File: config.mk
export PLATFORM = sky130hd
export DESIGN_NAME = dtcm_arb_flat
export DESIGN_NICKNAME = d
export VERILOG_FILES = /design/src/rtl/dtcm_arb_if.sv /design/src/rtl/dtcm_arb.sv /design/src/flat_wrapper.sv
export SDC_FILE = /design/constraint.sdc
export NUM_CORES = 1
export LEC_CHECK = 0
export CAP_MARGIN = 20
export CORE_AREA = 2 2 119 121
export DETAILED_ROUTE_END_ITERATION = 16
export DIE_AREA = 0 0 121 123
export SYNTH_ARGS = -nofsm -noshare
export SYNTH_HDL_FRONTEND = slang
export SYNTH_SLANG_ARGS = --single-unit
export TNS_END_PERCENT = 10
File: constraint.sdc
create_clock -name clk -period 1.2 [get_ports clk]
set_clock_uncertainty 0.05 [all_clocks]
set_input_delay 0.24 -clock clk [delete_from_list [all_inputs] [get_ports clk]]
set_output_delay 0.24 -clock clk [all_outputs]
set_load 0.1 [all_outputs]
File: src/rtl/dtcm_arb_if.sv
// Requester-side bus of the data TCM arbiter: one request channel plus its
// grant and read-response return path. The requester drives through the
// master modport; the arbiter sits on the slave modport.
interface dtcm_arb_if;
    logic        req;
    logic [31:0] addr;
    logic [3:0]  wen;
    logic [31:0] wdata;
    logic        gnt;
    logic        rvalid;
    logic [31:0] rdata;

    modport master (
        output req, addr, wen, wdata,
        input  gnt, rvalid, rdata
    );

    modport slave (
        input  req, addr, wen, wdata,
        output gnt, rvalid, rdata
    );
endinterface

File: src/rtl/dtcm_arb.sv
// dtcm_arb: two-requester arbiter in front of a single-port 1024x32 data TCM.
// Port C (load/store unit) has priority over port D (DMA/debug). The TCM
// returns read data one cycle after the address; the arbiter remembers which
// port issued the read and raises only that port's rvalid.
// Optional build macro DTCM_ARB_AGE_EN: adds an aging counter that forces a
// D grant after D has been refused MAX_WAIT cycles, so D cannot starve.
// Without the macro, C priority is strict. MAX_WAIT is legal in 1..15.
module dtcm_arb #(
    parameter int unsigned MAX_WAIT = 8
) (
    input  logic        clk,
    input  logic        rst_n,
    dtcm_arb_if.slave   c,
    dtcm_arb_if.slave   d,
    output logic [31:0] m_addr,
    output logic [3:0]  m_wen,
    output logic [31:0] m_wdata,
    input  logic [31:0] m_rdata
);

    logic c_gnt;
    logic d_gnt;
    logic force_hit;        // a forced D grant is due this cycle
    logic rsel_c_reg;
    logic rsel_c_next;
    logic rsel_d_reg;
    logic rsel_d_next;

`ifdef DTCM_ARB_AGE_EN
    localparam logic [3:0] MAX_WAIT_CNT = 4'(MAX_WAIT);

    logic [3:0] wait_cnt_reg;
    logic [3:0] wait_cnt_next;
    logic       force_d_reg;
    logic       force_d_next;

    // Forcing only matters while D still asks; a dropped request lets C through.
    assign force_hit = force_d_reg && d.req;

    // Aging: count refused D cycles, arm the force once the limit is reached.
    always_comb begin
        wait_cnt_next = wait_cnt_reg;
        force_d_next  = force_d_reg;
        if (d_gnt) begin
            wait_cnt_next = 4'd0;
            force_d_next  = 1'b0;
        end else if (d.req) begin
            if (wait_cnt_reg != MAX_WAIT_CNT) begin
                wait_cnt_next = wait_cnt_reg + 4'd1;
            end else begin
                force_d_next = 1'b1;
            end
        end else if (force_d_reg) begin
            wait_cnt_next = 4'd0;
            force_d_next  = 1'b0;
        end
    end

    // Aging state registers.
    always_ff @(posedge clk or negedge rst_n) begin
        if (!rst_n) begin
            wait_cnt_reg <= 4'd0;
            force_d_reg  <= 1'b0;
        end else begin
            wait_cnt_reg <= wait_cnt_next;
            force_d_reg  <= force_d_next;
        end
    end
`else
    assign force_hit = 1'b0;
`endif

    // Grant: C first unless D is being forced through, otherwise D.
    always_comb begin
        c_gnt = c.req && !force_hit;
        d_gnt = d.req && !c_gnt;
    end

    // TCM drive: granted port's request; idle cycles issue a harmless read.
    always_comb begin
        m_addr  = c.addr;
        m_wen   = 4'b0000;
        m_wdata = 32'd0;
        if (c_gnt) begin
            m_wen   = c.wen;
            m_wdata = c.wdata;
        end else if (d_gnt) begin
            m_addr  = d.addr;
            m_wen   = d.wen;
            m_wdata = d.wdata;
        end
    end

    // Response steering: note which port owns next cycle's read data.
    always_comb begin
        rsel_c_next = c_gnt && (c.wen == 4'b0000);
        rsel_d_next = d_gnt && (d.wen == 4'b0000);
    end

    // Response select registers; reset drops any read in flight.
    always_ff @(posedge clk or negedge rst_n) begin
        if (!rst_n) begin
            rsel_c_reg <= 1'b0;
            rsel_d_reg <= 1'b0;
        end else begin
            rsel_c_reg <= rsel_c_next;
            rsel_d_reg <= rsel_d_next;
        end
    end

    assign c.gnt    = c_gnt;
    assign d.gnt    = d_gnt;
    assign c.rvalid = rsel_c_reg;
    assign d.rvalid = rsel_d_reg;
    assign c.rdata  = m_rdata;
    assign d.rdata  = m_rdata;

endmodule

File: src/flat_wrapper.sv
// flat-port wrapper written by rule: the top's interface ports become plain ports
module dtcm_arb_flat 
#(
    parameter int unsigned MAX_WAIT = 8
)
  (clk, rst_n, m_addr, m_wen, m_wdata, m_rdata, c_req, c_addr, c_wen, c_wdata, c_gnt, c_rvalid, c_rdata, d_req, d_addr, d_wen, d_wdata, d_gnt, d_rvalid, d_rdata);
  dtcm_arb_if c_i ();
  dtcm_arb_if d_i ();
  input  logic clk;
  input  logic rst_n;
  output logic [31:0] m_addr;
  output logic [3:0] m_wen;
  output logic [31:0] m_wdata;
  input  logic [31:0] m_rdata;
  input wire logic [$bits(c_i.req)-1:0] c_req;
  input wire logic [$bits(c_i.addr)-1:0] c_addr;
  input wire logic [$bits(c_i.wen)-1:0] c_wen;
  input wire logic [$bits(c_i.wdata)-1:0] c_wdata;
  output wire logic [$bits(c_i.gnt)-1:0] c_gnt;
  output wire logic [$bits(c_i.rvalid)-1:0] c_rvalid;
  output wire logic [$bits(c_i.rdata)-1:0] c_rdata;
  input wire logic [$bits(d_i.req)-1:0] d_req;
  input wire logic [$bits(d_i.addr)-1:0] d_addr;
  input wire logic [$bits(d_i.wen)-1:0] d_wen;
  input wire logic [$bits(d_i.wdata)-1:0] d_wdata;
  output wire logic [$bits(d_i.gnt)-1:0] d_gnt;
  output wire logic [$bits(d_i.rvalid)-1:0] d_rvalid;
  output wire logic [$bits(d_i.rdata)-1:0] d_rdata;
  assign c_i.req = c_req;
  assign c_i.addr = c_addr;
  assign c_i.wen = c_wen;
  assign c_i.wdata = c_wdata;
  assign c_gnt = c_i.gnt;
  assign c_rvalid = c_i.rvalid;
  assign c_rdata = c_i.rdata;
  assign d_i.req = d_req;
  assign d_i.addr = d_addr;
  assign d_i.wen = d_wen;
  assign d_i.wdata = d_wdata;
  assign d_gnt = d_i.gnt;
  assign d_rvalid = d_i.rvalid;
  assign d_rdata = d_i.rdata;
  dtcm_arb #(.MAX_WAIT(MAX_WAIT)) u_core (.clk(clk), .rst_n(rst_n), .c(c_i), .d(d_i), .m_addr(m_addr), .m_wen(m_wen), .m_wdata(m_wdata), .m_rdata(m_rdata));
endmodule
==> impl_metrics.py <==
metrics = {
    "place": {
        "dp_hpwl_mm": 7.43,
        "io_buffers": 211,
        "dp_cells": 546,
        "finalWeightedCongestion": 0.779,
        "dp_worst_setup_slack_ps": -772,
    },
    "cells_and_area": {
        "most-common-layout-cells": "clkdlybuf4s50_1, buf_12, nand2_1, mux2_4, o21ai_2",
        "fillerInstances": 1356,
        "multi_input_area_sq_mm": 0.00117,
        "num_antenna_cells": 0,
        "fin_cells": 558,
        "final_common_cell": "clkdlybuf4s50_1",
        "layout.nets": 552,
        "layout-area-overhead-vs-synth_pct": 194,
        "drive_gt1_share_pct": 45.5,
        "seq_area_sq_um": 50.0,
    },
    "routing": {
        "wl_per_cell_microns": 16.2,
        "drc_errors": 0,
        "routed_via_density": 3.72,
        "vias": 2074,
        "drtAntennaViolNets": 0,
        "drt_wl_total_mm": 9.06,
        "first_pass_iters": 4,
        "drt_iter0_drc": 50,
    },
    "synth": {
        "synth_mux_area_share_pct": 29.4,
        "synth_seq_cells": 2,
        "syn_area_per_cell_sq_um": 7.08,
        "synth-xor-area-share_pct": 0,
        "synth-simple-area-share_pct": 18.4,
        "syn_inst": 225,
        "synthAdderAreaFrac_pct": 0,
        "synthesis.nets": 397,
        "netlist.area_leader.share_pct": 30.6,
        "synth_compound_area_share_pct": 11.8,
        "yosys_warnings": 0,
        "synth_top_family_by_area": "buffers and inverters",
        "netlist_area_sq_mm": 0.00159,
        "ys_seq_area_share_pct": 3.14,
        "yosys-top-cells-area": "buf_4, mux2_4, nand2_1",
        "synth.largest_area_cell": "buf_4",
        "synth_cell_types": 16,
    },
    "timing": {
        "timing.fmax_mhz": 634,
        "finalCritPeriodShare_pct": 131,
        "setup_viol": 69,
        "hold_viol": 0,
        "worst_slack_ps": -376,
        "rsz0062_at_grt": "true",
        "tns_ps": -20170,
        "slew_headroom_pct": 86.2,
        "finalMaxSlewViolations": 0,
        "tightest_slew_ps": 206,
        "post-route-min-period_ps": 1580,
    },
    "outcome": {
        "status": "finished, violations left",
        "failed_checks": "setup timing",
    },
    "setup_path": {
        "critPathLaunchType": "input port",
        "crit_path_end_kind": "output port",
        "cp_data_arrival_time_ps": 1290,
        "cp.required_ps": 910,
        "crit_type": "in -> out",
        "crit_path_max_fanout": 24,
    },
    "global_routing": {
        "overflow": 0,
        "track_usage_pct": 11.2,
        "grt_pass1_wl_mm": 13.0,
        "first_global_vias": 2285,
        "grt_max_degree": 28,
        "grt_antenna_before_repair": 0,
    },
    "cts": {
        "cts.sinks": 2,
        "cts_tree": "done",
        "numCtsBuffers": 3,
        "clockRootBuffer": "clkbuf_16",
        "clk_pin_slew_ps": 30,
        "clockBufferDepth": 2,
        "htree_levels": 1,
    },
    "floorplan": {
        "fp.dieH_microns": 123,
        "core_sq_mm": 0.0136,
        "die-area_sq_mm": 0.0149,
        "die_x_microns": 121,
        "fp-row-count": 43,
        "ios": 308,
        "start_util_pct": 11.7,
    },
    "pwr": {
        "powerDensity_mw_per_mm2": 814,
        "peakVddDrop_v": 0.000349,
        "p_leak_nw": 2.02,
    },
    "worst_hold_path": {
        "hp-class": "in -> async",
    },
    "job": {
        "maxCapViolations": 0,
    },
}
-- sequential cells by signal (all words and copies together), names as in the netlist --
| signal | count |
|---|---|
| u_core.c.rvalid | 1 |
| u_core.d.rvalid | 1 |
-- critical path, cell delays in order --
cell,delay (ps)
buf_8,100
buf_4,150
buf_4,150
buf_12,160
a22o_2,290
buf_12,170
-- cells in the mapped netlist, drive strengths merged --
master	instances
buf	74
nand2	68
o21ai	34
mux2	32
clkbuf	7
a22o	2
dfrtp	2
and2	1
inv	1
nand2b	1
nor2	1
nor4	1
or4	1
-- cells by family (layout without fill, tap and decap cells) --
logic type / after synthesis / in the layout
buffers and inverters: 82 / 235
AO/OA/AOI/OAI: 36 / 36
AND/OR/NAND/NOR: 73 / 73
multiplexers: 32 / 32
flip-flops: 2 / 2
-- where the power goes --
part           internal (mW)  leakage, nW  switching [mW]  total (mW)
Combinational           1.39         1.96            1.85        3.24
Sequential            0.0688       0.0278        0.000787      0.0696
Clock                  0.425       0.0370          0.0866       0.512
-- per-stage QoR --
stage / power, mW / utilization, % / hold WS, ps / instance area, sq um
final: 3.82 / 34.5 / 138 / 4690
after global routing: 3.93 / 34.5 / 144 / 4690
after CTS: 3.85 / 34.4 / 137 / 4680
after detailed placement: 3.22 / 31.9 / 371 / 4350
after global placement: 3.20 / 31.9 / 366 / 4350
after floorplan: 2.84 / - / -106 / 1770
-- routing by layer --
| layer | track usage (%) | share of wire, % | up-vias |
|---|---|---|---|
| li1 | - | - | 988 |
| met1 | 11.1 | 33 | 918 |
| met2 | 22.8 | 54 | 120 |
| met3 | 2.03 | 10 | 48 |
| met4 | 4.51 | 2.9 | 0 |
| met5 | 0 | 0 | - |
-- cell type report --
type	count	area share, %
Sequential cell	2	1.07
Inverter	1	0.160
Multi-Input combinational cell	141	24.9
Tap cell	180	4.80
Timing Repair Buffer	231	67.5
Clock buffer	3	1.60
-- worst paths after layout --
check,to,cells past startpoint,start
worst min-delay path,u_core.d.rvalid,1,rst_n
min in group clk,c_rdata[18],0,m_rdata[18]
max in group asynchronous,u_core.c.rvalid,1,rst_n
worst max-delay path,m_wdata[31],6,c_req
-- timing repair --
item / CTS / global route
gates resized for setup: 38 / 3
setup endpoints to repair: 69 / 70
cloned: 4 / 0
hold buffers: 0 / 0
buffers inserted: 7 / 0
pin swaps: 3 / 1
Power figures use the tool's default switching activity.
